$ cat src/rtl/id_ex_reg_pkg.sv
// Shared definitions for the ID/EX stage: ALU-op encodings, control bundle width, $zero index.
package id_ex_reg_pkg;

  localparam int unsigned AOPW_DEF = 4;
  localparam int unsigned CTRL_W   = 6 + AOPW_DEF;
  localparam logic [4:0]  REG_ZERO = 5'd0;

  typedef enum logic [AOPW_DEF-1:0] {
    ALU_AND = 4'h0,
    ALU_OR  = 4'h1,
    ALU_ADD = 4'h2,
    ALU_XOR = 4'h3,
    ALU_SLL = 4'h4,
    ALU_SRL = 4'h5,
    ALU_SUB = 4'h6,
    ALU_SLT = 4'h7,
    ALU_SRA = 4'h8,
    ALU_LUI = 4'h9,
    ALU_NOR = 4'hC
  } alu_op_e;

endpackage

$ cat src/rtl/id_ex_reg_if.sv
// ID-side inputs and EX-side registered outputs of the ID/EX pipeline register.
interface id_ex_reg_if #(
  parameter int unsigned DW   = 32,
  parameter int unsigned RW   = 5,
  parameter int unsigned AOPW = 4
);
  logic            id_valid;
  logic [DW-1:0]   id_pc4, id_rs_data, id_rt_data, id_imm_ext;
  logic [RW-1:0]   id_rs, id_rt, id_rd, id_shamt;
  logic            id_reg_write, id_mem_to_reg, id_mem_read, id_mem_write, id_alu_src, id_reg_dst;
  logic [AOPW-1:0] id_alu_op;

  logic            ex_valid;
  logic [DW-1:0]   ex_pc4, ex_rs_data, ex_rt_data, ex_imm_ext;
  logic [RW-1:0]   ex_rs, ex_rt, ex_rd, ex_shamt, ex_dest;
  logic            ex_reg_write, ex_mem_to_reg, ex_mem_read, ex_mem_write, ex_alu_src, ex_reg_dst;
  logic [AOPW-1:0] ex_alu_op;

  modport master (
    output id_valid, id_pc4, id_rs_data, id_rt_data, id_imm_ext,
           id_rs, id_rt, id_rd, id_shamt,
           id_reg_write, id_mem_to_reg, id_mem_read, id_mem_write, id_alu_src, id_reg_dst,
           id_alu_op,
    input  ex_valid, ex_pc4, ex_rs_data, ex_rt_data, ex_imm_ext,
           ex_rs, ex_rt, ex_rd, ex_shamt, ex_dest,
           ex_reg_write, ex_mem_to_reg, ex_mem_read, ex_mem_write, ex_alu_src, ex_reg_dst,
           ex_alu_op
  );

  modport slave (
    input  id_valid, id_pc4, id_rs_data, id_rt_data, id_imm_ext,
           id_rs, id_rt, id_rd, id_shamt,
           id_reg_write, id_mem_to_reg, id_mem_read, id_mem_write, id_alu_src, id_reg_dst,
           id_alu_op,
    output ex_valid, ex_pc4, ex_rs_data, ex_rt_data, ex_imm_ext,
           ex_rs, ex_rt, ex_rd, ex_shamt, ex_dest,
           ex_reg_write, ex_mem_to_reg, ex_mem_read, ex_mem_write, ex_alu_src, ex_reg_dst,
           ex_alu_op
  );
endinterface

$ cat src/rtl/id_ex_reg_load_use_detect.sv
// Flags an ID instruction that reads the destination of a load currently in EX.
module id_ex_reg_load_use_detect
  import id_ex_reg_pkg::*;
#(
  parameter int unsigned RW = 5
) (
  input  logic          ex_valid,
  input  logic          ex_mem_read,
  input  logic [RW-1:0] ex_rt,
  input  logic          id_valid,
  input  logic [RW-1:0] id_rs,
  input  logic [RW-1:0] id_rt,
  output logic          load_use
);

  // A load into $zero never produces a value worth waiting for.
  always_comb begin
    load_use = ex_valid && ex_mem_read && id_valid &&
               (ex_rt != RW'(REG_ZERO)) &&
               ((ex_rt == id_rs) || (ex_rt == id_rt));
  end

endmodule

$ cat src/rtl/id_ex_reg.sv
// ID/EX pipeline register with load-use bubble insertion, external stall and flush.
module id_ex_reg
  import id_ex_reg_pkg::*;
#(
  parameter int unsigned DW   = 32,
  parameter int unsigned RW   = 5,
  parameter int unsigned AOPW = 4
) (
  input  logic        clk,
  input  logic        rst_n,
  input  logic        stall,
  input  logic        flush,
  id_ex_reg_if.slave  bus,
  output logic        id_hold
);

  typedef struct packed {
    logic            reg_write;
    logic            mem_to_reg;
    logic            mem_read;
    logic            mem_write;
    logic            alu_src;
    logic            reg_dst;
    logic [AOPW-1:0] alu_op;
  } ctrl_t;

  typedef struct packed {
    logic          valid;
    logic [DW-1:0] pc4;
    logic [DW-1:0] rs_data;
    logic [DW-1:0] rt_data;
    logic [DW-1:0] imm_ext;
    logic [RW-1:0] rs;
    logic [RW-1:0] rt;
    logic [RW-1:0] rd;
    logic [RW-1:0] shamt;
    ctrl_t         ctrl;
  } stage_t;

  stage_t ex_q, ex_d, id_in;
  logic   load_use;

  id_ex_reg_load_use_detect #(.RW(RW)) u_load_use_detect (
    .ex_valid    (ex_q.valid),
    .ex_mem_read (ex_q.ctrl.mem_read),
    .ex_rt       (ex_q.rt),
    .id_valid    (bus.id_valid),
    .id_rs       (bus.id_rs),
    .id_rt       (bus.id_rt),
    .load_use    (load_use)
  );

  always_comb begin
    id_in                 = '0;
    id_in.valid           = bus.id_valid;
    id_in.pc4             = bus.id_pc4;
    id_in.rs_data         = bus.id_rs_data;
    id_in.rt_data         = bus.id_rt_data;
    id_in.imm_ext         = bus.id_imm_ext;
    id_in.rs              = bus.id_rs;
    id_in.rt              = bus.id_rt;
    id_in.rd              = bus.id_rd;
    id_in.shamt           = bus.id_shamt;
    id_in.ctrl.reg_write  = bus.id_reg_write;
    id_in.ctrl.mem_to_reg = bus.id_mem_to_reg;
    id_in.ctrl.mem_read   = bus.id_mem_read;
    id_in.ctrl.mem_write  = bus.id_mem_write;
    id_in.ctrl.alu_src    = bus.id_alu_src;
    id_in.ctrl.reg_dst    = bus.id_reg_dst;
    id_in.ctrl.alu_op     = bus.id_alu_op;
  end

  // Flush outranks stall; a load-use bubble only applies when not stalled.
  always_comb begin
    ex_d = ex_q;
    if (flush || (!stall && load_use)) begin
      ex_d = '0;
    end else if (!stall) begin
      ex_d = id_in;
      if (!bus.id_valid) ex_d.ctrl = '0;
    end
  end

  always_ff @(posedge clk or negedge rst_n) begin
    if (!rst_n) ex_q <= '0;
    else        ex_q <= ex_d;
  end

  assign id_hold           = stall | load_use;

  assign bus.ex_valid      = ex_q.valid;
  assign bus.ex_pc4        = ex_q.pc4;
  assign bus.ex_rs_data    = ex_q.rs_data;
  assign bus.ex_rt_data    = ex_q.rt_data;
  assign bus.ex_imm_ext    = ex_q.imm_ext;
  assign bus.ex_rs         = ex_q.rs;
  assign bus.ex_rt         = ex_q.rt;
  assign bus.ex_rd         = ex_q.rd;
  assign bus.ex_shamt      = ex_q.shamt;
  assign bus.ex_reg_write  = ex_q.ctrl.reg_write;
  assign bus.ex_mem_to_reg = ex_q.ctrl.mem_to_reg;
  assign bus.ex_mem_read   = ex_q.ctrl.mem_read;
  assign bus.ex_mem_write  = ex_q.ctrl.mem_write;
  assign bus.ex_alu_src    = ex_q.ctrl.alu_src;
  assign bus.ex_reg_dst    = ex_q.ctrl.reg_dst;
  assign bus.ex_alu_op     = ex_q.ctrl.alu_op;
  assign bus.ex_dest       = ex_q.ctrl.reg_dst ? ex_q.rd : ex_q.rt;

endmodule

$ cat src/flat_wrapper.sv
// flat-port wrapper written by rule: the top's interface ports become plain ports
module id_ex_reg_flat import id_ex_reg_pkg::*;
#(
  parameter int unsigned DW   = 32,
  parameter int unsigned RW   = 5,
  parameter int unsigned AOPW = 4
)
  (clk, rst_n, stall, flush, id_hold, bus_id_valid, bus_id_pc4, bus_id_rs_data, bus_id_rt_data, bus_id_imm_ext, bus_id_rs, bus_id_rt, bus_id_rd, bus_id_shamt, bus_id_reg_write, bus_id_mem_to_reg, bus_id_mem_read, bus_id_mem_write, bus_id_alu_src, bus_id_reg_dst, bus_id_alu_op, bus_ex_valid, bus_ex_pc4, bus_ex_rs_data, bus_ex_rt_data, bus_ex_imm_ext, bus_ex_rs, bus_ex_rt, bus_ex_rd, bus_ex_shamt, bus_ex_dest, bus_ex_reg_write, bus_ex_mem_to_reg, bus_ex_mem_read, bus_ex_mem_write, bus_ex_alu_src, bus_ex_reg_dst, bus_ex_alu_op);
  id_ex_reg_if #(.DW(DW), .RW(RW), .AOPW(AOPW)) bus_i ();
  input  logic clk;
  input  logic rst_n;
  input  logic stall;
  input  logic flush;
  output logic id_hold;
  input wire logic [$bits(bus_i.id_valid)-1:0] bus_id_valid;
  input wire logic [$bits(bus_i.id_pc4)-1:0] bus_id_pc4;
  input wire logic [$bits(bus_i.id_rs_data)-1:0] bus_id_rs_data;
  input wire logic [$bits(bus_i.id_rt_data)-1:0] bus_id_rt_data;
  input wire logic [$bits(bus_i.id_imm_ext)-1:0] bus_id_imm_ext;
  input wire logic [$bits(bus_i.id_rs)-1:0] bus_id_rs;
  input wire logic [$bits(bus_i.id_rt)-1:0] bus_id_rt;
  input wire logic [$bits(bus_i.id_rd)-1:0] bus_id_rd;
  input wire logic [$bits(bus_i.id_shamt)-1:0] bus_id_shamt;
  input wire logic [$bits(bus_i.id_reg_write)-1:0] bus_id_reg_write;
  input wire logic [$bits(bus_i.id_mem_to_reg)-1:0] bus_id_mem_to_reg;
  input wire logic [$bits(bus_i.id_mem_read)-1:0] bus_id_mem_read;
  input wire logic [$bits(bus_i.id_mem_write)-1:0] bus_id_mem_write;
  input wire logic [$bits(bus_i.id_alu_src)-1:0] bus_id_alu_src;
  input wire logic [$bits(bus_i.id_reg_dst)-1:0] bus_id_reg_dst;
  input wire logic [$bits(bus_i.id_alu_op)-1:0] bus_id_alu_op;
  output wire logic [$bits(bus_i.ex_valid)-1:0] bus_ex_valid;
  output wire logic [$bits(bus_i.ex_pc4)-1:0] bus_ex_pc4;
  output wire logic [$bits(bus_i.ex_rs_data)-1:0] bus_ex_rs_data;
  output wire logic [$bits(bus_i.ex_rt_data)-1:0] bus_ex_rt_data;
  output wire logic [$bits(bus_i.ex_imm_ext)-1:0] bus_ex_imm_ext;
  output wire logic [$bits(bus_i.ex_rs)-1:0] bus_ex_rs;
  output wire logic [$bits(bus_i.ex_rt)-1:0] bus_ex_rt;
  output wire logic [$bits(bus_i.ex_rd)-1:0] bus_ex_rd;
  output wire logic [$bits(bus_i.ex_shamt)-1:0] bus_ex_shamt;
  output wire logic [$bits(bus_i.ex_dest)-1:0] bus_ex_dest;
  output wire logic [$bits(bus_i.ex_reg_write)-1:0] bus_ex_reg_write;
  output wire logic [$bits(bus_i.ex_mem_to_reg)-1:0] bus_ex_mem_to_reg;
  output wire logic [$bits(bus_i.ex_mem_read)-1:0] bus_ex_mem_read;
  output wire logic [$bits(bus_i.ex_mem_write)-1:0] bus_ex_mem_write;
  output wire logic [$bits(bus_i.ex_alu_src)-1:0] bus_ex_alu_src;
  output wire logic [$bits(bus_i.ex_reg_dst)-1:0] bus_ex_reg_dst;
  output wire logic [$bits(bus_i.ex_alu_op)-1:0] bus_ex_alu_op;
  assign bus_i.id_valid = bus_id_valid;
  assign bus_i.id_pc4 = bus_id_pc4;
  assign bus_i.id_rs_data = bus_id_rs_data;
  assign bus_i.id_rt_data = bus_id_rt_data;
  assign bus_i.id_imm_ext = bus_id_imm_ext;
  assign bus_i.id_rs = bus_id_rs;
  assign bus_i.id_rt = bus_id_rt;
  assign bus_i.id_rd = bus_id_rd;
  assign bus_i.id_shamt = bus_id_shamt;
  assign bus_i.id_reg_write = bus_id_reg_write;
  assign bus_i.id_mem_to_reg = bus_id_mem_to_reg;
  assign bus_i.id_mem_read = bus_id_mem_read;
  assign bus_i.id_mem_write = bus_id_mem_write;
  assign bus_i.id_alu_src = bus_id_alu_src;
  assign bus_i.id_reg_dst = bus_id_reg_dst;
  assign bus_i.id_alu_op = bus_id_alu_op;
  assign bus_ex_valid = bus_i.ex_valid;
  assign bus_ex_pc4 = bus_i.ex_pc4;
  assign bus_ex_rs_data = bus_i.ex_rs_data;
  assign bus_ex_rt_data = bus_i.ex_rt_data;
  assign bus_ex_imm_ext = bus_i.ex_imm_ext;
  assign bus_ex_rs = bus_i.ex_rs;
  assign bus_ex_rt = bus_i.ex_rt;
  assign bus_ex_rd = bus_i.ex_rd;
  assign bus_ex_shamt = bus_i.ex_shamt;
  assign bus_ex_dest = bus_i.ex_dest;
  assign bus_ex_reg_write = bus_i.ex_reg_write;
  assign bus_ex_mem_to_reg = bus_i.ex_mem_to_reg;
  assign bus_ex_mem_read = bus_i.ex_mem_read;
  assign bus_ex_mem_write = bus_i.ex_mem_write;
  assign bus_ex_alu_src = bus_i.ex_alu_src;
  assign bus_ex_reg_dst = bus_i.ex_reg_dst;
  assign bus_ex_alu_op = bus_i.ex_alu_op;
  id_ex_reg #(.DW(DW), .RW(RW), .AOPW(AOPW)) u_core (.clk(clk), .rst_n(rst_n), .stall(stall), .flush(flush), .bus(bus_i), .id_hold(id_hold));
endmodule
$ cat config.mk
export PLATFORM = sky130hd
export DESIGN_NAME = id_ex_reg_flat
export DESIGN_NICKNAME = d
export VERILOG_FILES = /design/src/rtl/id_ex_reg_pkg.sv /design/src/rtl/id_ex_reg_if.sv /design/src/rtl/id_ex_reg_load_use_detect.sv /design/src/rtl/id_ex_reg.sv /design/src/flat_wrapper.sv
export SDC_FILE = /design/constraint.sdc
export NUM_CORES = 1
export LEC_CHECK = 0
export ABC_CLOCK_PERIOD_IN_PS = 2100
export BUFFER_PORTS_ARGS = -buffer_cell sky130_fd_sc_hd__buf_2
export CORE_MARGIN = 2
export CORE_UTILIZATION = 41
export DETAILED_ROUTE_END_ITERATION = 10
export PLACE_DENSITY = 0.82
export SYNTH_ARGS = -nofsm -noshare
export SYNTH_HDL_FRONTEND = slang
export SYNTH_SLANG_ARGS = --single-unit
$ cat constraint.sdc
create_clock -name clk -period 2.1 [get_ports clk]
set_input_delay 0.525 -clock clk [delete_from_list [all_inputs] [get_ports clk]]
set_output_delay 0.525 -clock clk [all_outputs]
set_load 0.005 [all_outputs]
[Word-level counts from Yosys, hierarchy flattened]
Index checks and enable logic that the tools add are counted.
Word-level totals
  flip-flop bits (word level): 159
  input bits: 163
  logic and storage cells: 33
  output and inout bits: 165
Cells by class
  reductions and logical operators: 9
  muxes and demuxes: 4
  bitwise operators: 1
  equal/unequal tests: 3
Operator list (number)
  159-bit 2-to-1 mux: 2
  5-bit equality test: 2
  10-bit 2-to-1 mux: 1
  1-bit logical AND: 5
  5-bit 2-to-1 mux: 1
  5-bit nonzero test: 1
  1-bit logical OR: 2
  2-bit by 1-bit inequality test with 1-bit output (second input constant): 1
  1-bit zero test: 1
  1-bit bitwise OR: 1

[Longest topological paths before layout]
  depth after elaboration: 7
  mapped depth: 7
  mapped depth without buffers: 5

[Cells and area by module]
From an unflattened synthesis, not the netlist that was laid out.
Second synthesis, totals
  cells, all modules: 731
  area, all modules: 7365.8 sq um
By module, submodules not included
  id_ex_reg: area each 7236.9 sq um, times used 1, cells each 714, sequential area each 3978.8 sq um
  id_ex_reg_load_use_detect: area each 128.9 sq um, times used 1, cells each 17, sequential area each 0.0 sq um

[Worst setup path after synthesis]
Ideal clock, no wire load.
  path type: register to output
  from: register u_core.ex_q, in the netlist u_core.bus.ex_rt[3]
  to: output id_hold
  path buffers: 1
  cell stages (with the launch flop): 6
  required time: 1575 ps
  arrival time: 1583 ps
  setup slack: -8 ps
  path through: dfrtp_1 > or4_1 > o2111ai_2 > or2_4 > buf_6 > nand2b_1
On the way
  word-level cells in the longest chain between the ends: 4
  elaborated cells between the ends (all ways): 7
  classes of those cells: 2 x eq/ne; 1 x bitwise; 4 x reduce/logical
RTL lines
  start: declaration: line id_ex_reg.sv:40  | stage_t ex_q, ex_d, id_in;
  start signal: assignment: line id_ex_reg.sv:85  | if (!rst_n) ex_q <= '0;
  start signal: assignment: line id_ex_reg.sv:86  | else ex_q <= ex_d;
  5-bit equality test or 5-bit nonzero test (tied branches): line id_ex_reg_load_use_detect.sv:20, id_ex_reg_load_use_detect.sv:19
  1-bit logical OR or 1-bit logical AND (tied branches): line id_ex_reg_load_use_detect.sv:20, id_ex_reg_load_use_detect.sv:18
  1-bit logical AND *: line id_ex_reg_load_use_detect.sv:19  | (ex_rt != RW'(REG_ZERO)) &&
  1-bit bitwise OR *: line id_ex_reg.sv:89  | assign id_hold = stall | load_use;
  end: declaration: line flat_wrapper.sv:14  | output logic id_hold;
Mark *: on every way between the ends. The rest lies on a longest branch, timed or not.

[Worst setup path after layout]
  from: register u_core.ex_q, in the netlist u_core.bus.ex_rt[4]
  to: output id_hold
The elaborated chain is that of the path after synthesis.

==> flow_summary_export.csv <==
group,metric,value,unit
setup_path,path_class,"reg2out",
sta,finClkSkew,0.008945,ns
pwr,switching_share,24.69,%
pwr,power_frac_clock,42.9,%
floorplanning,die_area,16360,µm²
routing,firstDrtPassIters,5,
setup_path,arrival,1.90,ns
sta,maxSlewViolCount,0,
routing,drt_iter0_drc,421,
sta,fin_ws,-0.3281,ns
yosys,yosysUniqueCellTypes,24,
sta,setup_viol,14,
sta,finalHoldViolCount,0,
sta,worst_slew_pin_slew,0.4180,ns
setup_path,required,1.57,ns
final_layout,fin_nets,916,
floorplanning,row_count,45,
yosys,synth_top_area_share,63.20,%
place,gp_congestion,0.7611,
setup_path,start_kind,"register",
yosys,yosys_warnings,0,
sta,rsz0062_at_grt,"true",
sta,period_needed,2.428,ns
floorplanning,boundaryPins,328,
run_status,violations,"setup timing",
sta,slew_headroom,72.13,%
clock_network,cts_sinks,159,
clock_network,ctsHtreeMaxLevel,4,
pwr,p_sw,1.792,mW
yosys,synth-async-reset-ratio,100.0,%
yosys,synth_commonest_cells,"dfrtp_1 (159), a32o_1 (139), clkbuf_1 (37)",
clock_network,numCtsBuffers,17,
hold_path,hold_path_class,"in2async",
pwr,ir_drop,0.5245,mV
clock_network,cts_hold_buf,0,
sta,min_period_over_period,115.6,%
clock_network,path_clk_slew,0.07,ns
routing,vias,5385,
setup_path,rr_worst_depth,7,
clock_network,clock_latency,0.42,ns
clock_network,cts_buffer_depth,2,
grt,first_global_vias,5312,
routing,drc,0,
pwr,finalPower,7.260,mW
pwr,p_leak,4.668,nW
floorplanning,fp.dieH,127.9,µm
yosys,synth-main-ff-cell,"dfrtp_1",
grt,grt_max_degree,81,
yosys,synthCells,429,
routing,ant_nets,0,
yosys,synth_edf_count,0,
floorplanning,initial_core_util,41.72,%
pwr,powerDensity,815.5,nW/µm²
pwr,seqPwrFrac,45.8,%
pwr,p_comb_share,11.3,%
yosys,syn_avg_cell_area,14.68,µm²
routing,routed_wl,18.97,mm
sta,setup_tns,-0.4031,ns
final_layout,num-fill-cells,1231,
floorplanning,die_w,127.9,µm
yosys,synth_area_leader_cell,"dfrtp_1",
clock_network,root_buffer,"clkbuf_16",
setup_path,endpoint_kind,"output pin",
job,cap_violations,0,
run_status,status,"finished with violations",
grt,gr-usage-all-layers,21.59,%
sta,fmax,411.8,MHz
yosys,yosysSeqAreaShare,63.20,%
place,portBuffers,327,
routing,wl_per_cell,19.88,µm
place,hpwl,12.40,mm
grt,grt_pass1_wl,27.26,mm
setup_path,worstPathMaxFanout,2,
final_layout,antennaDiodeCount,0,
yosys,synth_seq_cells,159,
grt,overflow,0,
yosys,synth_area_leaders,"dfrtp_1 (63%), a32o_1 (22%), buf_8 (2.4%)",
yosys,syn_area,6296,µm²
yosys,synth.most_common_cell,"dfrtp_1",
sta,fin_hold_ws,0.02401,ns
final_layout,drive_gt1_share,53.13,%
routing,vias_per_cell,5.645,
grt,antenna_found_initial,0,
yosys,syn-num-nets,592,
pwr,p_int,5.468,mW
floorplanning,coreArea,15090,µm²
final_layout,area_growth,41.40,%
clock_network,cts_tree,"built",
[repair_timing]
action	in CTS	in global routing
buffers inserted	1	4
setup endpoints to repair	154	155
pin swaps	4	6
gates resized for setup	10	12
cloned	0	5
[power groups by stage]
stage,Combinational (mW),Sequential [mW],Clock (mW)
6_report,0.822,3.32,3.11
5_1_grt,0.903,3.34,3.31
4_1_cts,0.821,3.33,3.19
3_5_place_dp,0.814,3.38,0
3_3_place_gp,0.799,3.37,0
2_1_floorplan,0.283,3.39,0
[cell families (layout without fill, tap and decap cells)]
logic type      count (synthesis)  in the layout  share of synthesized area (%)
compound gates                166            166                          25.34
buf+inv                        55            392                          6.001
xor+xnor                       10             10                          1.391
simple gates                   34             34                          3.180
mux                             5              5                         0.8942
flops                         159            159                          63.20
[per-layer routing]
metal | wire length (µm) | GRT usage, % | part of all wire [%] | vias up
met5 | 0 | 0 | 0 | -
met4 | 354 | 8.403 | 1.9 | 0
met3 | 1512 | 6.970 | 8.0 | 28
met2 | 9537 | 36.65 | 50 | 241
met1 | 7565 | 25.60 | 40 | 2719
li1 | - | - | - | 2397
[path summary, 6_finish.rpt]
check	startpoint	end	slack, ns
max	u_core.bus.ex_rt[4]	id_hold	-0.33
max reg2reg	u_core.bus.ex_rt[2]	u_core.bus.ex_imm_ext[21]	-0.02
min in group clk	bus_id_rs_data[31]	u_core.bus.ex_rs_data[31]	0.34
max in group asynchronous	rst_n	u_core.bus.ex_rt_data[0]	1.46
min	rst_n	u_core.bus.ex_pc4[25]	0.02
min reg2reg	u_core.bus.ex_rs_data[29]	u_core.bus.ex_rs_data[29]	0.48
[area by class of cell]
cell class	instances	area [µm²]	share of cell area, %
sequential	159	3980	44.71
clock buffer	19	442.9	4.975
timing repair buffer	360	2098	23.57
multi-input combinational	215	1993	22.39
clock inverter	13	152.6	1.715
tap	188	235.2	2.642
[critical path, stage by stage (launching register included)]
cell       delay (ns)
dfrtp_1          0.39
or4_4            0.55
o2111ai_4        0.21
or2_4            0.15
nand2b_1         0.05
buf_2            0.13
[per-stage QoR]
step | utilization, % | cell area, µm² | instances | setup slack, ns
finish | 59.00 | 8902 | 954 | -0.3281
global route | 59.00 | 8902 | 954 | -0.3966
CTS | 57.79 | 8720 | 945 | -0.3776
detailed placement | 53.49 | 8071 | 912 | -0.1946
global placement | 53.49 | 8071 | 912 | -0.1608
floorplan | - | 6296 | 429 | -0.008383
[placed cells by master, fill, tap and decap left out, types with 8 or more instances in the layout]
cell type	n
buf_4	16
clkbuf_16	20
a22o_1	15
a32o_1	138
xor2_1	9
dfrtp_1	158
and3_1	10
buf_12	8
buf_2	326
Note: power is estimated with default switching activity, not from simulation.
